--- src/rtl/q3_pulse_window_counter.sv ---
// Counts rising edges of the registered Q3 level over fixed windows of WIN_LEN
// cycles and queues each window's saturated count in a small valid/ready FIFO.
module q3_pulse_window_counter #(
  parameter int CNT_W   = 8,
  parameter int WIN_LEN = 16,
  parameter int DEPTH   = 4
) (
  input  logic             clk,
  input  logic             rst,
  input  logic             din,
  input  logic             en,
  input  logic             out_ready,
  input  logic             clr_ovf,
  output logic [CNT_W-1:0] out_data,
  output logic             out_valid,
  output logic             ovf
);

  localparam int WIN_W = (WIN_LEN > 1) ? $clog2(WIN_LEN) : 1;
  localparam int PTR_W = (DEPTH > 1) ? $clog2(DEPTH) : 1;
  localparam int OCC_W = PTR_W + 1;

  localparam logic [CNT_W-1:0] CNT_MAX  = {CNT_W{1'b1}};
  localparam logic [WIN_W-1:0] WIN_LAST = WIN_W'(WIN_LEN - 1);
  localparam logic [OCC_W-1:0] OCC_FULL = OCC_W'(DEPTH);

  typedef enum logic {
    IDLE  = 1'b0,
    COUNT = 1'b1
  } state_t;

  state_t           state_q, state_d;
  logic [WIN_W-1:0] win_cnt_q, win_cnt_d;
  logic [CNT_W-1:0] evt_cnt_q, evt_cnt_d;
  logic             d_q1_q, d_q2_q;

  logic [CNT_W-1:0] mem_q [DEPTH];
  logic [PTR_W-1:0] wr_ptr_q, wr_ptr_d;
  logic [PTR_W-1:0] rd_ptr_q, rd_ptr_d;
  logic [OCC_W-1:0] occ_q, occ_d;
  logic             ovf_q, ovf_d;

  logic             rise;
  logic [CNT_W-1:0] evt_sum;
  logic             push;
  logic             pop;
  logic             full;
  logic             wr_en;
  logic             drop;

  assign rise    = d_q1_q & ~d_q2_q;
  // Holding at CNT_MAX keeps the counter from wrapping back to zero.
  assign evt_sum = (evt_cnt_q == CNT_MAX) ? CNT_MAX : evt_cnt_q + CNT_W'(rise);

  always_comb begin
    state_d   = state_q;
    win_cnt_d = win_cnt_q;
    evt_cnt_d = evt_cnt_q;
    push      = 1'b0;
    case (state_q)
      IDLE: begin
        win_cnt_d = '0;
        evt_cnt_d = '0;
        if (en) state_d = COUNT;
      end
      COUNT: begin
        if (!en) begin
          state_d   = IDLE;
          win_cnt_d = '0;
          evt_cnt_d = '0;
        end else if (win_cnt_q == WIN_LAST) begin
          push      = 1'b1;
          win_cnt_d = '0;
          evt_cnt_d = '0;
        end else begin
          win_cnt_d = win_cnt_q + WIN_W'(1);
          evt_cnt_d = evt_sum;
        end
      end
      default: state_d = IDLE;
    endcase
  end

  // A full FIFO still accepts a push when the head is popped on the same edge.
  assign out_valid = (occ_q != '0);
  assign pop       = out_valid & out_ready;
  assign full      = (occ_q == OCC_FULL);
  assign wr_en     = push & (~full | pop);
  assign drop      = push & full & ~pop;

  always_comb begin
    wr_ptr_d = wr_ptr_q + PTR_W'(wr_en);
    rd_ptr_d = rd_ptr_q + PTR_W'(pop);
    occ_d    = occ_q + OCC_W'(wr_en) - OCC_W'(pop);
    ovf_d    = ovf_q;
    if (drop) begin
      ovf_d = 1'b1;
    end else if (clr_ovf) begin
      ovf_d = 1'b0;
    end
  end

  always_ff @(posedge clk) begin
    if (rst) begin
      state_q   <= IDLE;
      win_cnt_q <= '0;
      evt_cnt_q <= '0;
      d_q1_q    <= 1'b0;
      d_q2_q    <= 1'b0;
      wr_ptr_q  <= '0;
      rd_ptr_q  <= '0;
      occ_q     <= '0;
      ovf_q     <= 1'b0;
    end else begin
      state_q   <= state_d;
      win_cnt_q <= win_cnt_d;
      evt_cnt_q <= evt_cnt_d;
      d_q1_q    <= din;
      d_q2_q    <= d_q1_q;
      wr_ptr_q  <= wr_ptr_d;
      rd_ptr_q  <= rd_ptr_d;
      occ_q     <= occ_d;
      ovf_q     <= ovf_d;
    end
  end

  always_ff @(posedge clk) begin
    if (wr_en) mem_q[wr_ptr_q] <= evt_sum;
  end

  assign out_data = out_valid ? mem_q[rd_ptr_q] : '0;
  assign ovf      = ovf_q;

endmodule

--- config.mk ---
export PLATFORM = sky130hd
export DESIGN_NAME = q3_pulse_window_counter
export DESIGN_NICKNAME = d
export VERILOG_FILES = /design/src/rtl/q3_pulse_window_counter.sv
export SDC_FILE = /design/constraint.sdc
export NUM_CORES = 1
export LEC_CHECK = 0
export CORE_MARGIN = 5
export CORE_UTILIZATION = 50
export CTS_BUF_LIST = sky130_fd_sc_hd__clkbuf_16
export CTS_CLUSTER_SIZE = 40
export DETAILED_ROUTE_END_ITERATION = 7
export MAX_ROUTING_LAYER = met4
export PLACE_DENSITY = 0.7
export SETUP_SLACK_MARGIN = 0.05
export SLEW_MARGIN = 20
export SYNTH_ARGS = -nofsm -noshare
export SYNTH_HDL_FRONTEND = slang
export SYNTH_SLANG_ARGS = --single-unit
--- constraint.sdc ---
create_clock -name clk -period 5.85 [get_ports clk]
set_input_delay 1.17 -clock clk [delete_from_list [all_inputs] [get_ports clk]]
set_output_delay 1.17 -clock clk [all_outputs]
set_load 0.02 [all_outputs]
==> run_results.csv, run 1 <==
group,metric,value,unit
status,outcome,"complete, no violations",
timing,relSlewSlack,0.4958,
finish,layout_common_cells,"32 x edfxtp_1, 23 x dfxtp_1, 15 x clkdlybuf4s50_1, 14 x nor2b_1",
timing,fin_tns_setup,0,ns
worst_setup_path,worstRegToRegCells,10,
timing,whs,0.4502,ns
timing,fin_worst_skew,0.005433,ns
cts,insertion_delay,0.29,ns
floorplan,die_x,77.23,µm
cts,htreeDepth,2,
worst_setup_path,path_class,"reg -> out",
power_and_ir_drop,ir_drop,0.0001894,V
cts,cts_hold_buffers,0,
synthesis,seq_area_frac_synth,0.6290,
synthesis,yosys_warnings,0,
global_route,grt_overflow_total,0,
power_and_ir_drop,powerDensity,329.3,nW/µm²
worst_setup_path,start_kind,"flip-flop",
worst_setup_path,cp.buffers_inverters,1,
synthesis,synth_cells,162,
cts,root_buffer,"clkbuf_16",
floorplan,core_area,4384,µm²
synthesis,ys_seq_elements,55,
timing,fmax,291.8,MHz
route,via_per_inst,5.539,
route,dr.first_iter.drc_count,92,
floorplan,start_util,0.5154,
synthesis,synth_area_leaders,"edfxtp_1 43%, dfxtp_1 20%, mux4_2 8.0%",
global_route,antenna_found_initial,0,
floorplan,num_rows,24,
cts,clock_sinks,55,
cts,cts-buffers-inserted,5,
route,routedWlPerCell,15.90,µm
synthesis,syn_nets,176,
worst_setup_path,path_max_fanout,9,
finish,final_common_cell,"edfxtp_1",
synthesis,synth_cell_types,32,
flow_run,maxCapViolations,0,
cts,cts_resized,0,
placed_design,gp_congestion,0.8520,
route,ant_nets,0,
synthesis,netlist_area,2260,µm²
synthesis,synth_top_area_cell,"edfxtp_1",
timing,hold_viol,0,
route,num_vias,1274,
worst_setup_path,worst-path-stages,3,
global_route,grtUsageTotal,0.1356,
power_and_ir_drop,fin_total_pwr,851.6,µW
worst_setup_path,cp-end-kind,"output port",
floorplan,fp.dieH,77.23,µm
min_path,whs_path_depth,1,
finish,area_growth,14.45,%
worst_setup_path,slowest_delay,0.69,ns
placed_design,hpwl,2.562,mm
timing,post-route-min-period,3.427,ns
global_route,grt_start_max_net_pins,17,
timing,slew_viol_final,0,
cts,clockBufferDepth,2,
finish,drive_gt1_frac,0.1180,
floorplan,dieArea,5964,µm²
worst_setup_path,critPathSlowestCell,"dfxtp_1",
worst_setup_path,crit_family,"flip-flops",
synthesis,syn_avg_cell_area,13.95,µm²
worst_setup_path,worstPathRequired,4.68,ns
route,route.detailed.drc,0,
finish,diodes,0,
cts,clkTransAtPathRegs,0.07,ns
synthesis,synth_top_area_frac,0.4252,
global_route,grt_pass1_wl,6.072,mm
timing,finalCritPeriodShare,0.5858,
route,drt-total-wl,3.656,mm
timing,setup_viol,0,
finish,fin_nets,191,
route,dr.pass1.iters,5,
min_path,hp-class,"reg -> reg",
placed_design,port_buffers,15,
cts,cts_setup_buffers,0,
worst_setup_path,arrival,2.26,ns
cts,cts_tree,"built",
power_and_ir_drop,power_leakage,0.001025,µW
global_route,grt_pass1_vias,1232,
timing,rsz0062_at_grt,"false",
worst_setup_path,crit_chain,"mux4_2, nor2b_1, clkdlybuf4s50_1",
timing,worst_pin_slew,0.7529,ns
floorplan,ios,16,
## flip-flops by register name, summed over array words and instances, names as in the netlist
signal and flops:
mem_q 32, evt_cnt_q 8, win_cnt_q 4, occ_q 3, rd_ptr_q 2, wr_ptr_q 2, d_q1_q 1, d_q2_q 1
ovf 1, state_q 1
## cells in the mapped netlist (all sizes together)
master	instances
mux4	8
or3	2
and4bb	1
nor2	7
xnor2	4
nor3b	2
and2b	3
nand2	7
nand3	8
and3	4
nor2b	14
nor4b	1
clkinv	1
edfxtp	32
nand4	1
xor2	5
dfxtp	23
a41oi	1
fa	1
inv	6
nor3	2
clkbuf	3
a311oi	1
buf	4
ha	7
nand2b	1
a31oi	2
a21oi	8
a211oi	1
o21ai	1
and4	1
## routing by layer
metal	track usage	vias up	part of all wire	wire (µm)
li1	-	617	-	-
met1	0.1621	624	0.43	1589
met2	0.2180	29	0.50	1825
met3	0.04098	4	0.051	187
met4	0.04639	0	0.014	53
met5	-	-	0	0
## cells by family after synthesis
logic type | share of synthesized area
DFF | 0.6290
muxes | 0.07973
AOI/OAI and AO/OA | 0.03655
buffers and inverters | 0.02879
and+or+nand+nor | 0.1434
xor gates and xnor gates | 0.03488
adders and majority gates | 0.04762
## final timing paths
check / from / slack, ns / to
worst max-delay path: rd_ptr_q[0]$_SDFF_PP0_ / 2.42 / out_data[3]
worst min-delay path: win_cnt_q[0]$_SDFF_PP0_ / 0.45 / win_cnt_q[0]$_SDFF_PP0_
worst max register to register: win_cnt_q[0]$_SDFF_PP0_ / 3.44 / occ_q[2]$_SDFF_PP0_
worst min register to register: win_cnt_q[0]$_SDFF_PP0_ / 0.45 / win_cnt_q[0]$_SDFF_PP0_
## through the flow
step	cell area (µm²)	worst slack [ns]	util	cells
after floorplan	2260	2.981	-	162
after global placement	2437	2.426	0.5559	222
after detailed placement	2437	2.346	0.5559	222
after CTS	2576	2.257	0.5876	230
after global routing	2586	2.254	0.5899	230
final	2586	2.423	0.5899	230
## layout make-up
cell class	count	area (µm²)
clock inverters	3	13.76
repair buffers	15	150.1
multi-input cells	93	783.3
fillers	340	1798
clock buffers	5	125.1
inverters	7	27.53
flip-flops and latches	55	1421
well taps	52	65.06
## report_power, final
group          internal (µW)  leakage [µW]  switching (µW)
registers                419      0.000546            30.6
clock network            156     0.0000767             121
logic                   69.1      0.000401            55.4
total                    644       0.00102             207
Note: power is estimated with default switching activity, not from simulation.
==> inputs of run 2 (changes only) <==
Settings changed: PLACE_DENSITY 0.7 to 0.72.
Clock period 5.85 ns to 3 ns, I/O delays scaled along.
==> run 2 against run 1 <==
Effect of this change: first-iteration DRC count decreased by 40%; design area increased by 3.6%; sequential share of layout area decreased by 1.9 points; power increased by 130%; register-to-register slack got worse by 2.7 ns; clock power increased to 2.6 times the previous value; critical endpoint is now out_data[6].
==> run_results.csv, run 2 (synthesized netlist as in run 1, its figures left out) <==
group,metric,value,unit
route,wl_met2,1.853,mm
worst_setup_path,worstPathRequired,2.40,ns
cts,cts_resized,0,
timing,setup_viol,0,
route,routedWlPerCell,15.17,µm
timing,fin_tns_setup,0,ns
worst_setup_path,crit_family,"buffers and inverters",
finish,largest_register_ffs,32,
finish,design_area,2679,µm²
floorplan,fp.dieH,77.23,µm
timing,worst_pin_slew,0.4551,ns
power_and_ir_drop,ir_drop,0.0003976,V
finish,fin_cells,237,
route,met3_length,138,µm
worst_setup_path,path_class,"reg -> out",
route,dr.max_layer_used,"met4",
finish,fin_nets,198,
floorplan,die_x,77.23,µm
route,ant_nets,0,
worst_setup_path,cp-end-kind,"output port",
power_and_ir_drop,p_clk_frac,0.373,
power_and_ir_drop,powerDensity,715.4,nW/µm²
timing,rsz0062_at_grt,"false",
timing,hold_viol,0,
worst_setup_path,critPathSlowestCell,"clkdlybuf4s50_1",
cts,htreeDepth,2,
timing,fin_worst_skew,0.004587,ns
placed_design,dpl_cell_area,2490,µm²
floorplan,dieArea,5964,µm²
worst_setup_path,path_max_fanout,5,
route,drt-total-wl,3.596,mm
worst_setup_path,cp.buffers_inverters,2,
floorplan,num_rows,24,
cts,clkTransAtPathRegs,0.07,ns
timing,relSlewSlack,0.6957,
finish,drive_gt1_frac,0.1459,
cts,cts_setup_buffers,0,
finish,max_flop_register,"mem_q",
global_route,grt_pass1_wl,6.182,mm
cts,clockBufferDepth,2,
cts,insertion_delay,0.29,ns
global_route,antenna_found_initial,0,
floorplan,start_util,0.5154,
power_and_ir_drop,switching_share,0.2265,
finish,area_growth,18.55,%
flow_run,maxCapViolations,0,
route,dr.first_iter.drc_count,55,
floorplan,core_area,4384,µm²
placed_design,hpwl,2.637,mm
cts,clock_sinks,55,
cts,cts_tree,"built",
global_route,grt_start_max_net_pins,17,
global_route,grt_overflow_total,0,
route,wl_met1,1.548,mm
finish,diodes,0,
worst_setup_path,start_kind,"flip-flop",
placed_design,gp_congestion,0.7407,
placed_design,placed_cells,229,
finish,final_common_cell,"edfxtp_1",
power_and_ir_drop,intPower,1482,µW
timing,fmax,386.7,MHz
timing,post-route-min-period,2.586,ns
status,outcome,"complete, no violations",
timing,slew_viol_final,0,
route,dr.pass1.iters,4,
floorplan,ios,16,
worst_setup_path,slowest_delay,0.53,ns
power_and_ir_drop,pwr-share-seq,0.442,
power_and_ir_drop,combPwrFrac,0.185,
worst_setup_path,crit_chain,"buf_4, mux4_2, and2b_1, clkdlybuf4s50_1",
finish,layout_common_cells,"32 x edfxtp_1, 23 x dfxtp_1, 15 x clkdlybuf4s50_1, 14 x nor2b_1",
route,route.detailed.drc,0,
global_route,grt_pass1_vias,1327,
power_and_ir_drop,p_sw,434.0,µW
finish,top_regs,"mem_q: 32 flops, evt_cnt_q: 8 flops, win_cnt_q: 4 flops",
worst_setup_path,arrival,1.99,ns
timing,finalCritPeriodShare,0.8620,
route,via_per_inst,5.451,
placed_design,port_buffers,15,
route,num_vias,1292,
cts,cts-buffers-inserted,5,
min_path,hp-class,"reg -> reg",
cts,cts_hold_buffers,0,
power_and_ir_drop,power_leakage,0.001068,µW
global_route,grtUsageTotal,0.1353,
cts,root_buffer,"clkbuf_16",
-- run 2: cell types whose count changed in the layout (fill, tap and decap cells not counted) --
cell / before / now
buf_4: 0 / 7
inv_4: 1 / 0
nor3_1: 0 / 2
nor3_2: 2 / 0
bufinv_16: 0 / 2
inv_1: 8 / 7
-- run 2: power by group through the flow --
stage,clock network (µW),logic [µW],registers [µW]
floorplan,0,236,852
global placement,0,347,863
detailed placement,0,364,864
CTS,723,363,848
global route,761,394,853
finish,714,354,848
-- run 2: cell type report --
type / count / area (µm²)
multi-input cells: 93 / 773.2
clock inverters: 3 / 63.81
repair buffers: 22 / 202.7
inverters: 7 / 27.53
clock buffers: 5 / 125.1
fillers: 337 / 1705
flip-flops and latches: 55 / 1421
well taps: 52 / 65.06
-- run 2: through the flow --
stage	worst slack, ns	total power (µW)	utilization	hold WS, ns
5_1_grt	0.3505	2008	0.6110	0.4711
6_report	0.4141	1916	0.6110	0.4497
3_3_place_gp	0.2685	1210	0.5679	0.4288
4_1_cts	0.3960	1935	0.6110	0.4560
3_5_place_dp	0.1805	1228	0.5679	0.4437
2_1_floorplan	0.7014	1088	-	0.4176
-- run 2: worst reg2reg max path: stages (launching register included) --
cell     delay, ns
dfxtp_1       0.35
ha_1          0.20
nand3_1       0.11
or3_1         0.39
ha_1          0.28
inv_1         0.06
ha_1          0.13
inv_1         0.04
fa_1          0.38
xnor2_1       0.16
nor2_1        0.05
-- run 2: path summary, 6_finish.rpt --
kind | startpoint | to | slack (ns) | cells past startpoint
hold / removal | win_cnt_q[0]$_SDFF_PP0_ | win_cnt_q[0]$_SDFF_PP0_ | 0.45 | 1
hold reg to reg | win_cnt_q[0]$_SDFF_PP0_ | win_cnt_q[0]$_SDFF_PP0_ | 0.45 | 1
setup reg to reg | win_cnt_q[0]$_SDFF_PP0_ | occ_q[2]$_SDFF_PP0_ | 0.72 | 10
setup / recovery | rd_ptr_q[0]$_SDFF_PP0_ | out_data[6] | 0.41 | 4
-- run 2: routing by layer --
metal | track usage | vias up
met5 | - | -
met4 | 0.04124 | 0
met3 | 0.03747 | 7
met2 | 0.2323 | 19
met1 | 0.1528 | 630
li1 | - | 636
==> edit (settings of run 1) <==
Set the parameter `CNT_W` to 10 (it was 8).
--- a/src/rtl/q3_pulse_window_counter.sv
+++ b/src/rtl/q3_pulse_window_counter.sv
@@ -3,3 +3,3 @@
 module q3_pulse_window_counter #(
-  parameter int CNT_W   = 8,
+  parameter int CNT_W   = 10,
   parameter int WIN_LEN = 16,
Interface: changed (resized out_data); port bits go from 16 to 18. No check against the original RTL was run, so the function may have changed too.
==> edit against run 1 <==
Via count is 25% higher. Setup slack worse by 0.12 ns. First-iteration DRC count is 7.6% lower. Non-clock buffer count is 6 higher. Sequential cell count is 10 higher. Global-route usage is 1.1 points higher. Clock skew is 0.0037 ns higher. Power is 36% higher. Design area is 24% higher. Synthesized area is 19% higher. Combinational power is 11% higher. Wire length is 27% higher. Largest power group unchanged.
==> edit: results (changes against run 1) <==
clk_pin_slew_ns: 0.05  # -0.02 ns
largest_registers: "mem_q: 40 flops, evt_cnt_q: 10 flops, win_cnt_q: 4 flops"
syn_nets: 208  # +18%
status: "complete, no violations"
worstReg2RegStart: "win_cnt_q[0]$_SDFF_PP0_"
reg2reg_slack_ns: 3.26  # -0.18 ns
drive_above_1_share_pct: 14.35  # +2.6 points
port_buffers: 17  # +2
htreeDepth: 3  # +1
crit_start: "rd_ptr_q[0]$_SDFF_PP0_"
synth.distinct_cells: 38  # +19%
cts_buffers: 9  # +4
clock_latency_ns: 0.32  # +0.03 ns
synth_edf_count: 40  # +25%
finalWirelength_mm: 4.651  # +27%
initialDrtViolationCount: 85  # -7.6%
cts_root_buf: "clkbuf_16"
dr_total_vias: 1597  # +25%
track_usage_pct: 14.64  # +1.1 points
skew_ns: 0.009093  # +0.003660 ns
grt_pass1_vias: 1536  # +25%
dp.final_hpwl_mm: 3.130  # +22%
dr.pass1.iters: 4  # -1
vdd_drop_max_mv: 0.2825  # +49%
met2_usage_pct: 22.81  # +1.0 points
wl_met3_um: 143  # -24%
grt_max_degree: 15  # -2
hp-class: "flip-flop to flip-flop"
cp_max_fo: 11  # +2
whs_ns: 0.4629  # +0.01276 ns
final_nets: 232  # +21%
critical_path_arrival_ns: 2.38  # +0.12 ns
met2_length_mm: 2.259  # +24%
clock_path_buffers: 2  # unchanged
grtUsageMet1_pct: 17.89  # +1.7 points
leakage_nw: 1.242  # +21%
worstHoldStart: "d_q1_q$_SDFF_PP0_"
grt_util_met3_pct: 2.970  # -1.1 points
wl_met1_mm: 2.162  # +36%
yosys-top-cells-area: "edfxtp_1 (45%), dfxtp_1 (19%), mux4_2 (8.4%), nor2b_1 (4.4%), ha_1 (3.3%)"
top_layer: "met4"
gp_congestion: 0.8312  # -2.4%
worst_pin_slew_ns: 0.7271  # -0.02579 ns
antenna_cells: 0  # unchanged
yosysSeqAreaShare_pct: 63.23  # +0.32 points
n_fill_cell: 399  # +17%
yosys-top-cells-count: "edfxtp_1 (40), dfxtp_1 (25), nor2b_1 (19), inv_1 (10), mux4_2 (10)"
grt_pass1_wl_mm: 7.493  # +23%
antenna_found_initial: 0  # unchanged
## edit: cell type report
class,count,area [um^2],area share (%)
clock buffer,9,225.2,7.023
clock inverter,7,53.80,1.678
inverter,10,37.54,1.171
multi-input combinational,111,900.9,28.09
sequential,65,1702,53.06
tap,70,87.58,2.731
timing repair buffer,21,200.2,6.243
## edit: cells by family after synthesis
group                    Yosys count  share of synthesized area (%)
adder cells (fa/ha/maj)            8                          3.998
AO/OA/AOI/OAI                     18                          4.742
buffers and inverters             18                          3.300
multiplexers                      10                          8.368
XOR/XNOR                           7                          2.278
flip-flops                        65                          63.23
AND/OR/NAND/NOR                   68                          14.09
## edit: worst max-delay path: stages (launching register included)
cell             delay, ns
dfxtp_1               0.78
mux4_2                0.59
nor2b_1               0.15
clkdlybuf4s50_1       0.53
## edit: path summary, 6_finish.rpt
kind	cells after the start	to
hold / removal	1	d_q2_q$_SDFF_PP0_
setup reg to reg	11	occ_q[2]$_SDFF_PP0_
setup / recovery	3	out_data[9]
hold reg to reg	1	d_q2_q$_SDFF_PP0_
## edit: power breakdown
part | internal [mW] | leakage (nW) | switching, mW
Combinational | 0.0735 | 0.442 | 0.0642
Sequential | 0.497 | 0.656 | 0.0342
Clock | 0.321 | 0.144 | 0.173
## edit: through the flow
| stage | worst slack (ns) | area, um^2 | instances | util (%) |
|---|---|---|---|---|
| floorplan | 2.804 | 2691 | 194 | - |
| global placement | 2.304 | 2928 | 277 | 56.60 |
| detailed placement | 2.170 | 2928 | 277 | 56.60 |
| CTS | 2.229 | 3207 | 293 | 62.00 |
| global route | 2.138 | 3207 | 293 | 62.00 |
| finish | 2.300 | 3207 | 293 | 62.00 |
